==> config.mk <==
export PLATFORM = sky130hd
export DESIGN_NAME = accel_mem_request_issuer
export DESIGN_NICKNAME = d
export VERILOG_FILES = /design/src/rtl/accel_mem_pkg.sv /design/src/rtl/accel_req_fifo.sv /design/src/rtl/accel_mem_request_issuer.sv
export SDC_FILE = /design/constraint.sdc
export NUM_CORES = 1
export LEC_CHECK = 0
export CORE_UTILIZATION = 56
export DETAILED_ROUTE_END_ITERATION = 8
export GPL_TIMING_DRIVEN = 0
export PLACE_DENSITY_LB_ADDON = 0.1
export SLEW_MARGIN = 15
export SYNTH_ARGS = -nofsm -noshare
export SYNTH_HDL_FRONTEND = slang
export SYNTH_SLANG_ARGS = --single-unit
==> constraint.sdc <==
create_clock -name clk -period 8.4 [get_ports clk]
set_clock_uncertainty 0.1 [all_clocks]
set_input_delay 1.68 -clock clk [delete_from_list [all_inputs] [get_ports clk]]
set_output_delay 1.68 -clock clk [all_outputs]
set_load 0.02 [all_outputs]
==> src/rtl/accel_mem_pkg.sv <==
// Shared types, field positions and helpers for the accelerator memory request issuer.
package accel_mem_pkg;

  localparam int ADDR_W = 31;
  localparam int DATA_W = 64;
  localparam int CMD_W  = 128;

  localparam logic [1:0] SIZE_8  = 2'd0;
  localparam logic [1:0] SIZE_16 = 2'd1;
  localparam logic [1:0] SIZE_32 = 2'd2;
  localparam logic [1:0] SIZE_64 = 2'd3;

  localparam int ADDR_LSB = 0;
  localparam int DATA_LSB = 32;
  localparam int FLAG8    = 96;
  localparam int FLAG16   = 97;
  localparam int FLAG64   = 98;

  typedef enum logic [1:0] {
    ST_IDLE = 2'd0,
    ST_BUS  = 2'd1,
    ST_RSP  = 2'd2
  } state_e;

  typedef struct packed {
    logic              write;
    logic [ADDR_W-1:0] addr;
    logic [DATA_W-1:0] wdata;
    logic [1:0]        size;
  } mem_req_t;

  // Only the low three address bits matter for any supported access size.
  function automatic logic is_misaligned(input logic [2:0] addr_lo, input logic [1:0] size);
    logic mis;
    unique case (size)
      SIZE_16: mis = addr_lo[0];
      SIZE_32: mis = |addr_lo[1:0];
      SIZE_64: mis = |addr_lo[2:0];
      default: mis = 1'b0;
    endcase
    return mis;
  endfunction

  // 32-bit accesses are encoded by all three size flags being clear.
  function automatic logic [CMD_W-1:0] pack_cmd(input mem_req_t r);
    logic [CMD_W-1:0] cmd;
    cmd = '0;
    cmd[ADDR_LSB +: ADDR_W] = r.addr;
    if (r.write) cmd[DATA_LSB +: DATA_W] = r.wdata;
    cmd[FLAG8]  = (r.size == SIZE_8);
    cmd[FLAG16] = (r.size == SIZE_16);
    cmd[FLAG64] = (r.size == SIZE_64);
    return cmd;
  endfunction

  function automatic logic [DATA_W-1:0] mask_rdata(input logic [DATA_W-1:0] d, input logic [1:0] size);
    logic [DATA_W-1:0] m;
    unique case (size)
      SIZE_8:  m = {56'b0, d[7:0]};
      SIZE_16: m = {48'b0, d[15:0]};
      SIZE_32: m = {32'b0, d[31:0]};
      default: m = d;
    endcase
    return m;
  endfunction

endpackage

==> src/rtl/accel_req_fifo.sv <==
// Request FIFO with registered full/empty flags and single-cycle push/pop.
module accel_req_fifo
  import accel_mem_pkg::*;
#(
  parameter int DEPTH = 4
) (
  input  logic     clk,
  input  logic     reset,
  input  logic     push_i,
  input  mem_req_t push_data_i,
  input  logic     pop_i,
  output mem_req_t head_o,
  output logic     full_o,
  output logic     empty_o
);

  localparam int PTR_W = $clog2(DEPTH);
  localparam int CNT_W = $clog2(DEPTH) + 1;
  localparam logic [CNT_W-1:0] FULL_CNT = CNT_W'(DEPTH);

  mem_req_t         mem_q [DEPTH];
  logic [PTR_W-1:0] wr_ptr_q, rd_ptr_q;
  logic [CNT_W-1:0] count_q, count_d;
  logic             full_q, empty_q;
  logic             do_push, do_pop;

  // A full FIFO refuses pushes even when a pop frees a slot in the same cycle.
  assign do_push = push_i && !full_q;
  assign do_pop  = pop_i && !empty_q;

  // NOTE: count_d gets a default first so no path leaves it unassigned (no latch).
  always_comb begin
    count_d = count_q;
    if (do_push && !do_pop)      count_d = count_q + 1'b1;
    else if (do_pop && !do_push) count_d = count_q - 1'b1;
  end

  // NOTE: sequential state uses non-blocking assignments so every register samples pre-edge values.
  always_ff @(posedge clk or negedge reset) begin
    if (!reset) begin
      wr_ptr_q <= '0;
      rd_ptr_q <= '0;
      count_q  <= '0;
      full_q   <= 1'b0;
      empty_q  <= 1'b1;
    end else begin
      if (do_push) wr_ptr_q <= wr_ptr_q + 1'b1;
      if (do_pop)  rd_ptr_q <= rd_ptr_q + 1'b1;
      count_q <= count_d;
      full_q  <= (count_d == FULL_CNT);
      empty_q <= (count_d == '0);
    end
  end

  // NOTE: the storage array is not reset; pointers and count alone decide which entries are valid.
  always_ff @(posedge clk) begin
    if (do_push) mem_q[wr_ptr_q] <= push_data_i;
  end

  assign head_o  = mem_q[rd_ptr_q];
  assign full_o  = full_q;
  assign empty_o = empty_q;

endmodule

==> src/rtl/accel_mem_request_issuer.sv <==
// Serialises buffered accelerator requests into packed bridge commands and returns read data.
module accel_mem_request_issuer
  import accel_mem_pkg::*;
#(
  parameter int DEPTH = 4
) (
  input  logic         clk,
  input  logic         reset,
  input  logic         req_valid,
  output logic         req_ready,
  input  logic         req_write,
  input  logic [30:0]  req_addr,
  input  logic [63:0]  req_wdata,
  input  logic [1:0]   req_size,
  output logic         rsp_valid,
  input  logic         rsp_ready,
  output logic [63:0]  rsp_rdata,
  output logic         rsp_err,
  output logic         err_misaligned,
  output logic [127:0] writedata_to_bridge,
  output logic         address_to_bridge,
  output logic         write_to_bridge,
  output logic         read_to_bridge,
  input  logic [127:0] readdata_from_bridge,
  input  logic         waitrequest_from_bridge
);

  state_e       state_q;
  logic [127:0] cmd_q;
  logic         write_q, read_q;
  logic [1:0]   size_q;
  logic         rsp_valid_q, rsp_err_q, err_q;
  logic [63:0]  rsp_rdata_q;

  mem_req_t req_in, head;
  logic     fifo_full, fifo_empty, pop;
  logic     head_mis, head_ok;
  logic     unused_rdata_hi;

  assign req_in = '{write: req_write, addr: req_addr, wdata: req_wdata, size: req_size};

  accel_req_fifo #(.DEPTH(DEPTH)) u_fifo (
    .clk         (clk),
    .reset       (reset),
    .push_i      (req_valid),
    .push_data_i (req_in),
    .pop_i       (pop),
    .head_o      (head),
    .full_o      (fifo_full),
    .empty_o     (fifo_empty)
  );

  assign head_mis = is_misaligned(head.addr[2:0], head.size);
  assign head_ok  = !fifo_empty && !head_mis;

  // Misaligned heads are popped from IDLE only; BUS and RSP chain directly into aligned heads.
  always_comb begin
    pop = 1'b0;
    unique case (state_q)
      ST_IDLE: pop = !fifo_empty;
      ST_BUS:  pop = !waitrequest_from_bridge && write_q && head_ok && head.write;
      ST_RSP:  pop = rsp_ready && head_ok;
      default: pop = 1'b0;
    endcase
  end

  always_ff @(posedge clk or negedge reset) begin
    if (!reset) begin
      state_q     <= ST_IDLE;
      cmd_q       <= '0;
      write_q     <= 1'b0;
      read_q      <= 1'b0;
      size_q      <= SIZE_8;
      rsp_valid_q <= 1'b0;
      rsp_err_q   <= 1'b0;
      rsp_rdata_q <= '0;
      err_q       <= 1'b0;
    end else begin
      unique case (state_q)
        ST_IDLE: begin
          if (!fifo_empty) begin
            if (head_mis) begin
              err_q <= 1'b1;
              if (!head.write) begin
                rsp_valid_q <= 1'b1;
                rsp_err_q   <= 1'b1;
                rsp_rdata_q <= '0;
                state_q     <= ST_RSP;
              end
            end else begin
              cmd_q   <= pack_cmd(head);
              write_q <= head.write;
              read_q  <= !head.write;
              size_q  <= head.size;
              state_q <= ST_BUS;
            end
          end
        end
        ST_BUS: begin
          if (!waitrequest_from_bridge) begin
            if (write_q) begin
              if (pop) begin
                cmd_q  <= pack_cmd(head);
                size_q <= head.size;
              end else begin
                write_q <= 1'b0;
                state_q <= ST_IDLE;
              end
            end else begin
              read_q      <= 1'b0;
              rsp_valid_q <= 1'b1;
              rsp_err_q   <= 1'b0;
              rsp_rdata_q <= mask_rdata(readdata_from_bridge[63:0], size_q);
              state_q     <= ST_RSP;
            end
          end
        end
        ST_RSP: begin
          if (rsp_ready) begin
            rsp_valid_q <= 1'b0;
            rsp_err_q   <= 1'b0;
            rsp_rdata_q <= '0;
            if (head_ok) begin
              cmd_q   <= pack_cmd(head);
              write_q <= head.write;
              read_q  <= !head.write;
              size_q  <= head.size;
              state_q <= ST_BUS;
            end else begin
              state_q <= ST_IDLE;
            end
          end
        end
        default: state_q <= ST_IDLE;
      endcase
    end
  end

  // The bridge already right-aligns read data, so only the low 64 bits carry information.
  assign unused_rdata_hi = ^readdata_from_bridge[127:64];

  assign req_ready           = !fifo_full;
  assign rsp_valid           = rsp_valid_q;
  assign rsp_rdata           = rsp_rdata_q;
  assign rsp_err             = rsp_err_q;
  assign err_misaligned      = err_q;
  assign writedata_to_bridge = cmd_q;
  assign address_to_bridge   = 1'b0;
  assign write_to_bridge     = write_q;
  assign read_to_bridge      = read_q;

endmodule
# After elaboration in Yosys (flattened, before gate mapping)
# Memory sizes are Yosys's and may differ from the RTL's.
# Index checks and enable logic that the tools add are counted.
dict set report word_totals {
  register_bits 210
  ramBits 392
  inputBits 231
  elab_cells 132
  output_inout_bits 199
  memories 1
}
# memory depth word_bits read_ports rd_clocked_by_memory_dff write_ports line
set memory_table {}
lappend memory_table {u_fifo.mem_q 4 98 1 0 1 accel_req_fifo.sv:21} ;# mem_req_t mem_q [DEPTH];
dict set report op_classes {
  n_bitwise 1
  mux 63
  n_eq_ne 20
  reduce_logical 29
  addsub 4
}
# op n
set op_table {}
lappend op_table {{$mux 128} 7}
lappend op_table {{$mux 64} 7}
lappend op_table {{$pmux 128 s3} 1}
lappend op_table {{$pmux 64 s3} 2}
lappend op_table {{$mux 2} 14}
lappend op_table {{$mux 1} 22}
lappend op_table {{$ne 2x2->1 const B} 9}
lappend op_table {{$pmux 1 s3} 6}
lappend op_table {{$reduce_and 7->1} 2}
lappend op_table {{$pmux 2 s3} 2}
lappend op_table {{$logic_and 1x1->1} 9}
lappend op_table {{$eq 2x2->1 const B} 4}
lappend op_table {{$reduce_and 8->1} 1}
lappend op_table {{$logic_not 1->1} 7}
lappend op_table {{$eq 2x1->1 const B} 3}
lappend op_table {{$logic_not 2->1} 3}
lappend op_table {{$mux 3} 2}
lappend op_table {{$ne 3x3->1 const B} 2}
lappend op_table {{$reduce_and 6->1} 1}
lappend op_table {{$reduce_and 5->1} 1}
lappend op_table {{$add 2x1->2 const B} 2}
lappend op_table {{$add 3x1->3 const B} 1}
lappend op_table {{$eq 3x3->1 const B} 1}
lappend op_table {{$logic_not 3->1} 1}
lappend op_table {{7 further kinds} 7}

# Depth between registers and ports, before layout
# An unclocked memory read counts as a cell.
dict set report logic_depth {
  depth_word 13
  depth_mapped 11
  depth_no_buf 9
}

# By module
# Synthesis repeated with hierarchy kept, for this count alone.
dict set report unflattened {
  cells_unflattened 1288
  area_unflattened_um2 22273.9
}
# module cells_per_inst instances seq_area_each_um2 area_per_inst_um2
set modules_own_cells {}
lappend modules_own_cells {accel_req_fifo 568 1 11997.8 14729.1}
lappend modules_own_cells {accel_mem_request_issuer 720 1 4279.1 7544.7}

# Worst setup path after synthesis
# OpenSTA, ideal clock, no wires.
dict set report synth_path {
  kind {input to register}
  start {in req_valid}
  end {mem u_fifo.mem_q[0][0] in the netlist's numbering, enable pin}
  setup_ns 0.468
  t_arrival_ns 4.545
  t_required_ns 7.832
  path_buffers 1
  path_slack_ns 3.288
  stages 3
  path_cell_list {nor2b_1 > clkbuf_1 > and2_1}
}
dict set report synth_between {
  elab_chain_cells 3
}
# element line
set synth_rtl {}
lappend synth_rtl {{from (decl)} accel_mem_request_issuer.sv:9} ;# input logic req_valid,
lappend synth_rtl {{$logic_and 1x1->1} accel_req_fifo.sv:28} ;# assign do_push = push_i && !full_q;
lappend synth_rtl {{$mux 1} accel_req_fifo.sv:57} ;# if (do_push) mem_q[wr_ptr_q] <= push_data_i;
lappend synth_rtl {{$mux 1 (implied by the code)} accel_req_fifo.sv:57}
lappend synth_rtl {{to (decl)} accel_req_fifo.sv:21}
# No other way between the ends.

# Worst setup path in the final report
dict set report layout_path {
  start {in waitrequest_from_bridge}
  end {reg rsp_rdata_q[14], in the netlist rsp_rdata[14]}
}
dict set report layout_between {
  elab_chain_cells 2
}
# element line
set layout_rtl {}
lappend layout_rtl {{from (decl)} accel_mem_request_issuer.sv:25} ;# input logic waitrequest_from_bridge
lappend layout_rtl {{$ne 2x2->1 (no source line)} n/a}
lappend layout_rtl {{$reduce_and 7->1 (no source line)} n/a}
lappend layout_rtl {{to (signal assigned)} accel_mem_request_issuer.sv:113} ;# rsp_rdata_q <= mask_rdata(readdata_from_bridge[63:0], size_q);
lappend layout_rtl {{to (decl)} accel_mem_request_issuer.sv:33} ;# logic [63:0] rsp_rdata_q;
# No other way between the ends.
# A chain may end at the register's enable or synchronous reset.

==> results.tsv <==
stage	metric	value	unit
outcome	status	finished clean	
clock_network	clock-root-buffer	clkbuf_16	
layout	final_area	28600	um2
global_route	grt_pass1_wl	75200	um
clock_network	cts_hold_buf	0	
clock_network	clkTransAtPathRegs	0.06	ns
logic_synthesis	syn_avg_cell_area	17.2	um2
power	power_density	388	nW/um2
timing	period_share	45.9	%
logic_synthesis	ys_top_cells_by_area	edfxtp_1, dfrtp_1, mux4_2, mux2i_1, inv_1	
timing	tightest_slew	1.02	ns
power	internal_power	7380	uW
detailed_routing	remaining_drc_errors	0	
clock_network	cts-buffers-inserted	55	
setup_path	r2r_slack	5.07	ns
logic_synthesis	yosys-top-cells-count	edfxtp_1, dfrtp_1, inv_1	
clock_network	clockBufferDepth	3	
clock_network	post_cts_buffers	0	
setup_path	endpoint	rsp_rdata[14]$_DFFE_PN0P_	
logic_synthesis	yosysTopAreaCellShare	52.8	%
power	power.share.clock	23.2	%
power	ir_worst_vdd	239	uV
logic_synthesis	yosysWarnings	0	
clock_network	ctsResizeCount	0	
min_path	holdPathStages	1	
logic_synthesis	synthMuxAreaShare	15.4	%
timing	setup_slack	4.54	ns
place	globalplace.congestion	0.893	
logic_synthesis	yosys.area.top_type	edfxtp_1	
setup_path	r2r-end	rsp_rdata[14]$_DFFE_PN0P_	
place	place_area	26700	um2
place	post-dp-hpwl	32300	um
detailed_routing	via_count	12196	
logic_synthesis	syn_area	22300	um2
detailed_routing	vias_per_cell	5.31	
timing	drv_slew	0	
logic_synthesis	syn_inst	1296	
floorplanning	dieArea	40600	um2
layout	seq_area	16300	um2
clock_network	worstSkewPairLatency	0.60	ns
floorplanning	io_pins	430	
logic_synthesis	yosysSeqAreaShare	73.1	%
logic_synthesis	synth-main-ff-cell	edfxtp_1	
global_route	grt-ovfl-total	0	
logic_synthesis	yosysMostFrequentCell	edfxtp_1	
place	pre_cts_slack	3.93	ns
detailed_routing	wl_per_cell	21.3	um
timing	rsz0062_at_grt	no	
logic_synthesis	synth_edf_count	392	
detailed_routing	drt-total-wl	48900	um
floorplanning	initial_core_util	57.2	%
global_route	grt_use_total	24.6	%
global_route	grt_start_max_net_pins	65	
timing	max_freq	259	MHz
setup_path	crit_fanout	10	
timing	setup_viol	0	
detailed_routing	drt-met1-wl	19600	um
min_path	hp-start	err_misaligned$_DFFE_PN0P_	
floorplanning	rows	72	
power	swShare	33.5	%
detailed_routing	firstDrtPassIters	5	
min_path	hp-class	reg -> reg	
clock_network	clkSinkCount	572	
power	combPwrFrac	40.2	%
setup_path	r2r_cells	7	
setup_path	regToRegStartpoint	u_fifo.rd_ptr_q[1]$_DFFE_PN0P_	
timing	hold_viol_final	0	
setup_path	worstPathArrival	4.22	ns
layout	fillers	2439	
logic_synthesis	async_reset_ff_share	31.5	%
power	p_leak	0.0109	uW
setup_path	crit_type	in -> reg	
job	drv_cap	0	
setup_path	required	8.76	ns
detailed_routing	dr.first_iter.drc_count	634	
logic_synthesis	synthXorXnorAreaFrac	0.197	%
logic_synthesis	synth_compound_area_share	2.52	%
setup_path	crit_path_start	waitrequest_from_bridge	
logic_synthesis	synth_top_family_by_area	multiplexers	
place	buffer_ports.inserted	334	
floorplanning	die_w	201	um
timing	slew_headroom	32.1	%
layout	syn2layout_area_growth	28.4	%
layout	multi_input_area	5050	um2
detailed_routing	ant_nets	0	
global_route	grt_pass1_vias	12945	
layout	nNetsFinal	1968	
logic_synthesis	synth_adder_area_share	0.607	%
clock_network	cts_tree	built	
detailed_routing	top_layer_used	met5	
logic_synthesis	synth_cell_types	46	
detailed_routing	met2_length	24900	um
clock_network	h-tree-depth	2	
detailed_routing	wl_met3	3440	um
logic_synthesis	synth_seq_cells	572	
layout	drive_gt1_share	16.6	%
floorplanning	core_area	38900	um2
global_route	antenna_found_initial	4	
timing	finalCriticalPeriod	3.86	ns
floorplanning	dieHeight	201	um
setup_path	worst_setup_path_start_kind	primary input	
logic_synthesis	synth-simple-area-share	3.35	%
setup_path	worstSetupEndpointType	register	
power	seqPwrFrac	36.5	%
power	switchingPower	3720	uW
==> how the worst min path moves through the flow <==
stage,slack [ns],end
after CTS,0.38,err_misaligned$_DFFE_PN0P_
after global placement,0.37,err_misaligned$_DFFE_PN0P_
after detailed placement,0.37,err_misaligned$_DFFE_PN0P_
after floorplan,0.40,size_q[0]$_DFFE_PN0P_
final,0.38,err_misaligned$_DFFE_PN0P_
after global routing,0.39,err_misaligned$_DFFE_PN0P_
==> critical path: stages <==
cell and delay (ns):
clkdlybuf4s50_1 0.45, a222oi_1 0.53, nand2b_1 0.16, nor3_1 0.48, buf_2 0.33, clkbuf_1 0.44
o21ai_1 0.14
==> power by group through the flow <==
| stage | combinational, uW | clock [uW] | sequential (uW) |
|---|---|---|---|
| 6_report | 4470 | 2580 | 4060 |
| 5_1_grt | 4790 | 2730 | 4120 |
| 4_1_cts | 4540 | 2630 | 4060 |
| 3_5_place_dp | 4510 | 0 | 4100 |
| 3_3_place_gp | 4380 | 0 | 4160 |
| 2_1_floorplan | 2560 | 0 | 4450 |
==> final cells by class <==
class	instances	share of cell area, %
Sequential cell	572	56.9
Multi-Input combinational cell	515	17.7
Timing Repair Buffer	344	12.6
Clock buffer	73	5.41
Tap cell	518	2.27
Inverter	144	1.89
Buffer	95	1.86
Clock inverter	31	1.33
Antenna cell	3	0.0263
==> kinds of logic after synthesis <==
kind of cell,count (synthesis)
buffers and inverters,239
other,1
AOI/OAI and AO/OA,99
DFF,572
and+or+nand+nor,166
muxes,203
adders and majority gates,11
xor gates and xnor gates,5
==> registers in the layout (all words and copies together) (netlist names) <==
register and count:
writedata_to_bridge 98, read_to_bridge 1, write_to_bridge 1, rsp_rdata 64, rsp_err 1, u_fifo.full_o 1
u_fifo.empty_o 1, size_q 2, rsp_valid 1, err_misaligned 1, u_fifo.wr_ptr_q 2, u_fifo.count_q 3
state_q 2, u_fifo.mem_q 392, u_fifo.rd_ptr_q 2
==> per-layer routing <==
layer	track usage (%)	vias up
li1	-	5584
met1	30.9	6175
met2	42.0	366
met3	7.11	69
met4	6.66	2
met5	0	-
==> through the flow <==
stage / power, uW / std cells / util, % / setup TNS [ns] / hold WS, ns
2_1_floorplan: 7010 / 1326 / - / 0 / 0.397
3_3_place_gp: 8540 / 2178 / 67.8 / -503.85 / 0.373
3_5_place_dp: 8610 / 2188 / 68.5 / 0 / 0.367
4_1_cts: 11200 / 2292 / 73.5 / 0 / 0.384
5_1_grt: 11600 / 2293 / 73.5 / 0 / 0.393
6_report: 11100 / 2295 / 73.5 / 0 / 0.383
==> placed cells by master, fill, tap and decap left out, types with 2 or more instances in the layout <==
cell	instances
clkbuf_8	6
clkinv_1	3
and2_1	3
o22ai_1	2
dfrtp_1	179
bufinv_16	8
mux4_2	98
conb_1	31
or3_1	2
clkdlybuf4s50_1	333
buf_2	15
clkbuf_16	57
clkbuf_1	44
clkinvlp_4	4
buf_6	5
o21ai_0	2
diode_2	3
a21o_1	2
buf_16	9
nand2_1	76
o21a_1	3
inv_1	143
a21oi_1	11
nor2_1	7
buf_1	9
o21ai_1	67
and2_4	4
mux2i_1	68
edfxtp_1	392
xnor2_1	5
ha_1	10
nand3_1	67
mux2_4	35
and3_1	2
buf_4	32
o31a_1	3
clkinv_2	14
(Power assumes the default switching activity.)
